--- src/rtl/prng_range_gen.sv ---
// prng_range_gen: Galois LFSR with seed load, zero-lockup recovery and a
// req/valid/ack draw port that returns a value uniform in [RANGE_MIN, RANGE_MAX]
// by rejection sampling with a bounded retry count.
//
// Ports:
//   clk           clock, rising edge
//   reset         synchronous, active-high reset
//   enable_i      free-run step of the LFSR while idle
//   seed_load_i   load seed_in_i into the LFSR this cycle (0 maps to SEED)
//   seed_in_i     seed value
//   req_i         draw request, sampled only in IDLE
//   ack_i         consumer accepts value_o, sampled only in VALID
//   busy_o        high while a draw is in progress or its value is held
//   valid_o       value_o is valid; held until ack_i
//   value_o       drawn value, stable while valid_o
//   lfsr_out_o    current LFSR state
//   lockup_o      one-cycle pulse when an all-zero LFSR state is recovered
module prng_range_gen #(
    parameter int unsigned       WIDTH     = 16,
    parameter logic [WIDTH-1:0]  TAPS      = 16'hB400,
    parameter logic [WIDTH-1:0]  SEED      = 16'hACE1,
    parameter int unsigned       OUT_W     = 8,
    parameter int unsigned       RANGE_MIN = 40,
    parameter int unsigned       RANGE_MAX = 167,
    parameter int unsigned       MAX_TRIES = 4
) (
    input  logic             clk,
    input  logic             reset,
    input  logic             enable_i,
    input  logic             seed_load_i,
    input  logic [WIDTH-1:0] seed_in_i,
    input  logic             req_i,
    input  logic             ack_i,
    output logic             busy_o,
    output logic             valid_o,
    output logic [OUT_W-1:0] value_o,
    output logic [WIDTH-1:0] lfsr_out_o,
    output logic             lockup_o
);

    localparam int unsigned SPAN  = RANGE_MAX - RANGE_MIN + 1;
    localparam int unsigned TRY_W = (MAX_TRIES < 2) ? 1 : $clog2(MAX_TRIES + 1);
    localparam logic [OUT_W-1:0] FALLBACK = OUT_W'(RANGE_MIN + (SPAN >> 1));

    // Elaboration-time parameter sanity checks
    if (SEED == '0) begin : g_bad_seed
        $error("prng_range_gen: SEED must be nonzero");
    end
    if (OUT_W > WIDTH) begin : g_bad_out_w
        $error("prng_range_gen: OUT_W must not exceed WIDTH");
    end
    if (WIDTH < 8 || WIDTH > 32) begin : g_bad_width
        $error("prng_range_gen: WIDTH must be in 8..32");
    end
    if (RANGE_MAX < RANGE_MIN || SPAN > (64'd1 << OUT_W)) begin : g_bad_span
        $error("prng_range_gen: SPAN must be in 1..2^OUT_W");
    end
    if (MAX_TRIES < 1) begin : g_bad_tries
        $error("prng_range_gen: MAX_TRIES must be >= 1");
    end

    typedef enum logic [1:0] {
        ST_IDLE  = 2'd0,
        ST_DRAW  = 2'd1,
        ST_VALID = 2'd2
    } state_e;

    state_e             state_q, state_d;
    logic [WIDTH-1:0]   lfsr_q, lfsr_d;
    logic [TRY_W-1:0]   try_q, try_d;
    logic [OUT_W-1:0]   value_q, value_d;
    logic               valid_q, valid_d;
    logic               busy_q, busy_d;
    logic               lockup_q, lockup_d;

    logic [WIDTH-1:0]   step_c;
    logic [OUT_W-1:0]   sample_c;
    logic [OUT_W:0]     sum_c;
    logic               unused_sum_msb;

    // State register
    always_ff @(posedge clk) begin
        if (reset) begin
            state_q  <= ST_IDLE;
            lfsr_q   <= SEED;
            try_q    <= '0;
            value_q  <= '0;
            valid_q  <= 1'b0;
            busy_q   <= 1'b0;
            lockup_q <= 1'b0;
        end else begin
            state_q  <= state_d;
            lfsr_q   <= lfsr_d;
            try_q    <= try_d;
            value_q  <= value_d;
            valid_q  <= valid_d;
            busy_q   <= busy_d;
            lockup_q <= lockup_d;
        end
    end

    // Next-state: LFSR update, draw FSM, registered flags
    always_comb begin
        state_d  = state_q;
        lfsr_d   = lfsr_q;
        try_d    = try_q;
        value_d  = value_q;
        lockup_d = 1'b0;

        step_c         = lfsr_q[0] ? ((lfsr_q >> 1) ^ TAPS) : (lfsr_q >> 1);
        sample_c       = lfsr_q[OUT_W-1:0];
        sum_c          = (OUT_W + 1)'(RANGE_MIN) + {1'b0, sample_c};
        unused_sum_msb = sum_c[OUT_W];

        // Seed load wins over lockup recovery, which wins over stepping
        if (seed_load_i) begin
            lfsr_d = (seed_in_i == '0) ? SEED : seed_in_i;
        end else if (lfsr_q == '0) begin
            lfsr_d   = SEED;
            lockup_d = 1'b1;
        end else if (enable_i || state_q == ST_DRAW) begin
            lfsr_d = step_c;
        end

        case (state_q)
            ST_IDLE: begin
                if (req_i) begin
                    state_d = ST_DRAW;
                    try_d   = '0;
                end
            end
            ST_DRAW: begin
                // Sample uses the pre-update LFSR, even on a seed load
                if (32'(sample_c) < SPAN) begin
                    value_d = sum_c[OUT_W-1:0];
                    state_d = ST_VALID;
                end else if ((32'(try_q) + 32'd1) == MAX_TRIES) begin
                    value_d = FALLBACK;
                    state_d = ST_VALID;
                end else begin
                    try_d = try_q + TRY_W'(1);
                end
            end
            ST_VALID: begin
                if (ack_i) begin
                    state_d = ST_IDLE;
                end
            end
            default: begin
                state_d = ST_IDLE;
            end
        endcase

        valid_d = (state_d == ST_VALID);
        busy_d  = (state_d != ST_IDLE);
    end

    assign busy_o     = busy_q;
    assign valid_o    = valid_q;
    assign value_o    = value_q;
    assign lfsr_out_o = lfsr_q;
    assign lockup_o   = lockup_q;

endmodule

--- config.mk ---
export PLATFORM = sky130hd
export DESIGN_NAME = prng_range_gen
export DESIGN_NICKNAME = d
export VERILOG_FILES = /design/src/rtl/prng_range_gen.sv
export SDC_FILE = /design/constraint.sdc
export NUM_CORES = 1
export LEC_CHECK = 0
export ABC_AREA = 1
export CORE_ASPECT_RATIO = 0.9
export CORE_UTILIZATION = 45
export DETAILED_ROUTE_END_ITERATION = 10
export DONT_BUFFER_PORTS = 1
export PLACE_DENSITY_LB_ADDON = 0.25
export SETUP_SLACK_MARGIN = 0.4
export SYNTH_ARGS = -nofsm -noshare
export SYNTH_HDL_FRONTEND = slang
export SYNTH_SLANG_ARGS = --single-unit
--- constraint.sdc ---
create_clock -name clk -period 2.1 [get_ports clk]
set_clock_uncertainty 0.05 [all_clocks]
set_input_delay 0.42 -clock clk [delete_from_list [all_inputs] [get_ports clk]]
set_output_delay 0.42 -clock clk [all_outputs]
set_load 0.005 [all_outputs]
== Word-level counts from Yosys, hierarchy flattened ==
Cells that the tools add are included.

* $add $sub $neg: 3
* Magnitude comparators: 1
* Equality and inequality tests: 7
* Mux-type cells: 17
* Bitwise operators: 1
* Reductions and logical operators: 11

{| class="wikitable"
|+ Operators with widths
! cell !! number
|-
| $mux W16 || 5
|-
| $logic_not A16 Y1 || 2
|-
| $mux W8 || 2
|-
| $mux W3 || 3
|-
| $add A6 B8 Y8 const A || 1
|-
| $lt A8 B8 Y1 const B || 1
|-
| $mux W2 || 4
|-
| $ne A2 B2 Y1 const B || 3
|-
| $pmux W2 S3 || 1
|-
| $pmux W3 S2 || 1
|-
| $reduce_bool A2 Y1 || 3
|-
| $add A3 B1 Y4 const B || 1
|-
| $eq A2 B2 Y1 const B || 2
|-
| $eq A4 B3 Y1 const B || 1
|-
| $not A3 Y4 || 1
|-
| $reduce_and A4 Y1 || 1
|-
| $add A3 B1 Y3 const B || 1
|-
| $reduce_bool A3 Y1 || 1
|-
| $eq A2 B1 Y1 const B || 1
|-
| $logic_not A2 Y1 || 1
|-
| $reduce_and A2 Y1 || 1
|-
| $reduce_or A2 Y1 || 1
|-
| $logic_or A1 B1 Y1 || 1
|-
| $mux W1 || 1
|}

* Register bits: 32
* Input port bits: 22
* Output and inout bits: 27
* Logic and storage cells: 47

== Logic depth before layout (Yosys ltp) ==
Gate-level depths: netlist of run 1.

* Word-level depth: 6
* Depth in mapped cells: 10
* Depth with buffers taken out: 10

== Least setup slack after synthesis of run 1 ==
OpenSTA, ideal clock, no wires.

* Kind: register to register
* From: reg try_q[0]
* To: reg busy_q (netlist: busy_o)
* Library setup time: 116 ps
* Arrival time: 1200 ps
* Required time: 1934 ps
* Setup slack: 734 ps
* Stages on the path, launching flop included: 11
* Buffers on the path: 0
* Clock period less this slack: 1366 ps
* Path through: dfxtp_1 > ha_1 > inv_1 > nand2_1 > nand2_1 > nand3_1 > nand2_1 > nand2_1 > o21ai_0 > nand2_1 > nand2_1

* Longest elaborated chain between the ends: 6

{| class="wikitable"
|+ RTL lines
! item !! RTL line !! RTL
|-
| from (decl) || 70 || <nowiki>logic [TRY_W-1:0] try_q, try_d;</nowiki>
|-
| from (signal assigned) || 94 || <nowiki>try_q <= try_d;</nowiki>
|-
| $add A3 B1 Y4 || 137 || <nowiki>end else if ((32'(try_q) + 32'd1) == MAX_TRIES) begin</nowiki>
|-
| $eq A4 B3 Y1 || 137 ||
|-
| $mux W2 || 137 ||
|-
| $mux W2 || 134 || <nowiki>if (32'(sample_c) < SPAN) begin</nowiki>
|-
| $pmux W2 S3 || 125 || <nowiki>case (state_q)</nowiki>
|-
| $reduce_bool A2 Y1 || 155 || <nowiki>busy_d = (state_d != ST_IDLE);</nowiki>
|-
| to (signal assigned) || 97 || <nowiki>busy_q <= busy_d;</nowiki>
|-
| to (decl) || 73 || <nowiki>logic busy_q, busy_d;</nowiki>
|}

No other way between the ends.
A chain may end at the register's enable or synchronous reset.

== Worst setup path in the final report of run 1 ==
Ends and elaborated chain as after synthesis.

==> impl_results.md, run 1 <==
- Status: completed
- Critical Path Fanout Max: 5
- Drt drc: 0
- Critical path class: register to register
- Post-route cell area: 0.00191 mm²
- First-pass GRT wire length: between 7000 and 8000 µm
- Max-Cap Viols: 0
- Placed cell count: ~310
- Post-CTS setup buffer count: 0
- Seq/Total Area, Yosys: approximately 37%
- Max Fclk: 648 MHz
- CP required: about 2300 ps
- Die Footprint: around 0.0041 mm²
- Share of the synthesized area in the top cell type: between 30 and 40%
- Non-Filler Instances: between 300 and 400
- Clock root cell: clkbuf_8
- Core box area: 0.00373 mm²
- Syn Nets: slightly below 300
- GP Congestion: between 0.8 and 0.9
- Mapped Area: around 0.0018 mm²
- Number of fill cells: approximately 400
- CTS tree: done
- Die Ht: just over 60 µm
- Leak: about 0.95 nW
- EDFF count, synth: 0
- Final Setup Violations: 0
- Initial Util: about 47%
- Pre-CTS setup slack: 490 ps
- Wire per inst: about 14 µm
- Die X: 67.8 µm
- Total GRT Usage: 24.2%
- Post-DP HPWL: between 3000 and 4000 µm
- Critical path arrival: around 1700 ps
- Initial DRC count: approximately 100
- CP endpoint kind: register
- Pwr/cell area: a little over 800 mW/mm²
- Clock Latency Late Sink: around 290 ps
- Crit path launch type: register
- H-Tree Level Count: 2
- Final worst path period need: roughly 1500 ps
- Via/cell ratio: around 5.2
- PortBufs: 0
- Grt total ovfl: 0
- Area Growth Syn to Fin: 8.86%
- Slew Viols, Final: 0
- Unrepaired setup endpoints after global routing: no
- Hold Slack: about 140 ps
- Vias in the first global route: 1482
- Antenna violation net count after detailed routing: 0
- Worst-path clk slew: about 70 ps
- Rows: 21
- Largest net degree at the start of global routing: 18
- Worst slew pin tran: 480 ps
- CTS Buf Count: 5
- I/O Pins: just under 50
- Synth Instances: 271
- Slew headroom: between 60% and 70%
- Avg Synthesized Cell Area: around 6.5 µm²
- Cell variety after synth: 24
- Storage cell area: between 600 and 700 µm²
- Final hold vios: 0
- Initial antenna violation count: 0
- Largest area contributor in the netlist: dfxtp_1
- Yosys reg bits: 32
- Synth warnings: 0
- Synth Flop Type: dfxtp_1
- FF-to-FF setup slack: between 500 and 600 ps
- Proportion of layout cells with a drive suffix above 1: a little under a tenth
- Vias: between 1500 and 2000
- Antenna fix cells: 0
- Worst Hold Class: primary input to register
- Clock sinks: 32
- IR drop worst, VDD: roughly 0.0004 V
- Top post-synthesis cells by area: dfxtp_1 37%, nand2_1 17%, nor2_1 11%
- Dpl cell area: around 0.0018 mm²
- Final WL: between 4000 and 5000 µm
- Area of the multi-input gates: around 940 µm²
- Post-synthesis async set-or-reset flop share: 0%
- Final period utilization: 73.5%
- Router iterations before antenna repair: 4
- Max Buffers Root-to-Sink: 2
- Worst setup margin: approximately 560 ps
- Fin nets: slightly below 300
- Post-route setup TNS: 0 ps
-- cell usage after synthesis (2+ instances only) --
master    count
inv_2         2
nand4_1      15
o21ai_0       4
inv_1        25
nand2_1      79
a21oi_1      10
clkbuf_1      2
nor2_1       51
nor2_2        2
nand3_1      23
xnor2_1       2
buf_2         5
buf_6         3
dfxtp_1      32
ha_1          3
mux2i_1       5
-- final timing paths --
| path | from | end | cells past startpoint |
|---|---|---|---|
| worst max-delay path | try_q[0] | busy_o | 9 |
| worst min-delay path | reset | value_o[4] | 1 |
| worst max register to register | try_q[0] | busy_o | 9 |
| worst min register to register | value_o[4] | value_o[4] | 2 |
-- cell usage in the layout, fill, tap and decap left out, types with 2 or more instances in the layout --
cell type  Yosys  final
inv_1         25     25
mux2i_1        5      5
ha_1           3      3
nand2_2        1      2
xnor2_1        2      2
nor2_1        51     51
nand3_1       23     23
dfxtp_1       32     31
o21ai_0        4      4
nand2_1       79     78
buf_4          1      7
clkbuf_8       0      5
inv_2          2      2
nand4_1       15     15
a21oi_1       10     10
nor2_2         2      2
-- what timing repair did --
action	in CTS	in global routing
hold buffers	0	0
setup endpoints to repair	0	12
gates resized for setup	0	3
hold endpoints to repair	0	0
-- cells by family (layout without fill, tap and decap cells) --
family / count (synthesis) / count (layout) / synth area share (%)
buffers and inverters: 39 / 42 / 10.2
DFF: 32 / 32 / 36.6
adders and majority gates: 3 / 3 / 2.14
xor gates and xnor gates: 3 / 3 / 1.50
muxes: 5 / 5 / 2.86
and+or+nand+nor: 175 / 175 / 42.7
AOI/OAI and AO/OA: 14 / 14 / 4.00
-- power breakdown --
part / switching (mW) / internal [mW] / leakage, nW
Sequential: 0.0574 / 0.653 / 0.264
Clock: 0.249 / 0.351 / 0.0541
Combinational: 0.135 / 0.0917 / 0.629
Total: 0.441 / 1.10 / 0.947
-- routing by layer --
layer	track usage, %	up-vias	routed length, µm
li1	-	862	-
met1	33.0	737	2060
met2	34.8	68	1850
met3	8.33	7	446
met4	9.42	0	55
met5	0	-	0
-- per-stage QoR --
stage	utilization (%)	total power, mW
6_report	51.1	1.54
5_1_grt	51.1	1.62
4_1_cts	50.8	1.54
3_5_place_dp	47.8	0.945
3_3_place_gp	47.8	0.943
2_1_floorplan	-	0.895
-- worst max-delay path, cell delays in order (launching register included) --
cell and delay, ps:
dfxtp_1 410, ha_1 210, inv_1 50, nand2_1 50, nand2_1 70, nand4_1 120, nand2_1 100, nor2_1 260
nand2_1 110, nand2_1 80
-- state kept, by name, indices dropped and copies added (netlist names) --
register    count
lfsr_out_o     16
valid_o         1
state_q         2
busy_o          1
lockup_o        1
value_o         8
try_q           3
-- area by class of cell --
| cell class | instances | area share (%) |
|---|---|---|
| Inverter | 27 | 5.31 |
| Clock buffer | 5 | 3.61 |
| Clock inverter | 3 | 2.23 |
| Sequential cell | 32 | 33.7 |
| Multi-Input combinational cell | 200 | 49.4 |
| Timing Repair Buffer | 7 | 2.76 |
| Tap cell | 46 | 3.02 |
(Power assumes the default switching activity.)
==> run 2: changes to the inputs <==
- clock period: 2.1 -> 1.4 ns (I/O delays scaled with it)
==> run 2 against run 1 <==
Register-to-register slack got worse by 480 ps; cell area increased by 21%; maximum frequency grew 16%; die area did not move; count of clock-buffer cells in the layout is 3 higher; sequential share of layout area is 4.6 points lower; sequential cell count did not move; combinational power increased by 130%; via count grew 6.4%; final cell count is 7.5% higher; worst setup slack worse by 480 ps; critical endpoint unchanged; highest routed layer unchanged.
==> impl_results.md, run 2 (synthesis results as in run 1) <==
- First-pass GRT wire length: 7780 µm (was 7140 µm)
- Proportion of layout cells with a drive suffix above 1: 31.9% (was 9.12%)
- Clock Latency Late Sink: 290 ps (about the same)
- Antenna violation net count after detailed routing: 0 (unchanged)
- Max reg flops: 16 (unchanged)
- Max-Cap Viols: 0 (unchanged)
- Vias: 1781 (was 1674)
- Initial antenna violation count: 0 (unchanged)
- Post-DP HPWL: 3370 µm (was 3150 µm)
- Drt drc: 0 (unchanged)
- Vias in the first global route: 1622 (was 1482)
- Commonest cells after routing, fill and taps aside: 70 x nand2_1, 41 x nor2_1, 21 x inv_1, 21 x buf_6, 20 x nand3_1 (was 78 x nand2_1, 51 x nor2_1, 31 x dfxtp_1)
- Area of the multi-input gates: 0.00108 mm² (was 942 µm²)
- Kind of cell adding the most delay to the critical path: simple AND/OR/NAND/NOR gates (unchanged)
- Die X: 67.8 µm (unchanged)
- Placed cell count: 330 (was 312)
- Most common cell after layout, fill and taps aside: nand2_1 (unchanged)
- Critical path class: register to register (unchanged)
- Worst slew pin tran: 280 ps (was 480 ps)
- Critical Path Max Stage Delay: 370 ps (was 410 ps)
- M1 WL: 2350 µm (was 2060 µm)
- Via/cell ratio: 5.18 (was 5.23)
- Area Growth Syn to Fin: 31.9% (was 8.86%)
- Clock sinks: 32 (unchanged)
- H-Tree Level Count: 2 (unchanged)
- Final Setup Violations: 0 (unchanged)
- CTS tree: done (unchanged)
- Critical Path Fanout Max: 8 (was 5)
- Die Footprint: 0.00415 mm² (unchanged)
- I/O Pins: 49 (unchanged)
- Non-Filler Instances: 344 (was 320)
- Crit path launch type: register (unchanged)
- Leak: 1.11 nW (was 0.947 nW)
- Antenna fix cells: 0 (unchanged)
- Slew headroom: 81.3% (was 67.9%)
- CP endpoint kind: register (unchanged)
- PortBufs: 0 (unchanged)
- Critical path arrival: 1460 ps (was 1730 ps)
- Met2 Wirelength: 2130 µm (was 1850 µm)
- Grt total ovfl: 0 (unchanged)
- Storage cell area: 671 µm² (was 642 µm²)
- CP required: 1530 ps (was 2290 ps)
- Status: completed (unchanged)
- Final WL: 4890 µm (was 4420 µm)
- CP max-delay cell: dfxtp_4 (was dfxtp_1)
- Initial DRC count: 140 (was 104)
- Fin nets: 322 (was 298)
- Critical path depth: 10 (was 9)
- Top sig layer: met4 (unchanged)
- Final hold vios: 0 (unchanged)
- FF-to-FF path depth: 10 (was 9)
- IR drop worst, VDD: 0.000456 V (was 0.000393 V)
- Total GRT Usage: 25.9% (was 24.2%)
- CTS Buf Count: 5 (unchanged)
- Total power: 2.32 mW (was 1.54 mW)
- Critical Path, Cell by Cell: ha_4 -> inv_2 -> nand2_2 -> nand2_2 -> nand3_1 -> nand2_2 -> nand2_4 -> o21ai_1 -> nand2_1 -> nand2_1 (was ha_1 -> inv_1 -> nand2_1 -> nand2_1 -> nand4_1 -> nand2_1 -> nor2_1 -> nand2_1 -> nand2_1)
- Routed wl met3: 347 µm (was 446 µm)
- Crit path buffers/inverters: 1 (unchanged)
- Final worst path period need: 1330 ps (was 1540 ps)
- Final period utilization: 94.7% (was 73.5%)
- Largest net degree at the start of global routing: 19 (was 18)
- Unrepaired setup endpoints after global routing: yes (was no)
- FF-to-FF setup slack: 70 ps (was 560 ps)
- GP Congestion: 0.841 (was 0.808)
- Core box area: 0.00373 mm² (unchanged)
- Pwr/cell area: 1000 mW/mm² (was 805 mW/mm²)
- Slew Viols, Final: 0 (unchanged)
- Hold Path Cell Cnt: 1 (unchanged)
- Worst Hold Class: primary input to register (unchanged)
- Initial Util: 46.9% (unchanged)
- Crit path top cell by count: nand2_2 (was nand2_1)
- Die Ht: 61.2 µm (unchanged)
- Rows: 21 (unchanged)
- Max Fclk: 754 MHz (was 648 MHz)
- Max Buffers Root-to-Sink: 2 (unchanged)
- Wire per inst: 14.2 µm (was 13.8 µm)
- Clock root cell: clkbuf_8 (unchanged)
- Hold buffers post-CTS: 0 (unchanged)
- Worst-path clk slew: 70 ps (about the same)
- Router iterations before antenna repair: 4 (unchanged)
- Number of fill cells: 337 (was 399)
==> run 2: repair_timing <==
item / CTS / global route
setup buffers: 2 / 1
resized for setup: 62 / 16
pin swaps: 20 / 7
gates cloned: 3 / 0
endpoints found under the setup margin: 48 / 48
==> run 2: routing by layer <==
| layer | GRT usage [%] | vias to the layer above |
|---|---|---|
| met5 | 0 | - |
| met3 | 6.85 | 7 |
| met1 | 35.6 | 807 |
| li1 | - | 918 |
| met4 | 7.29 | 0 |
| met2 | 39.7 | 49 |
==> run 2: path summary, 6_finish.rpt <==
check                 from    endpoint
setup / recovery  try_q[1]      busy_o
hold / removal       reset  value_o[7]
setup reg to reg  try_q[1]      busy_o
hold reg to reg   try_q[0]    try_q[0]
==> run 2: cell type report <==
class	count	area share (%)
Clock buffer	8	3.90
Timing Repair Buffer	30	13.5
Multi-Input combinational cell	201	46.6
Inverter	27	4.50
Sequential cell	32	29.0
Tap cell	46	2.49
==> run 2: report_power, final <==
part           internal [mW]  leakage [nW]  switching [mW]  total (mW)
clock                  0.401        0.0455           0.334       0.735
combinational          0.242         0.802           0.289       0.531
sequential             0.990         0.266          0.0620        1.05
total                   1.63          1.11           0.685        2.32
==> run 2: per-stage QoR <==
step           cell area [µm²]  hold slack (ps)  TNS [ps]  worst slack (ps)  utilization (%)
2_1_floorplan             1780              398         0               159                -
3_3_place_gp              1940              304         0              92.1             52.1
3_5_place_dp              1940              302         0              57.8             52.1
4_1_cts                   2250             7.34         0              97.4             60.4
5_1_grt                   2310          0.00797     -65.5             -26.7             61.9
6_report                  2310             11.4         0              74.5             61.9
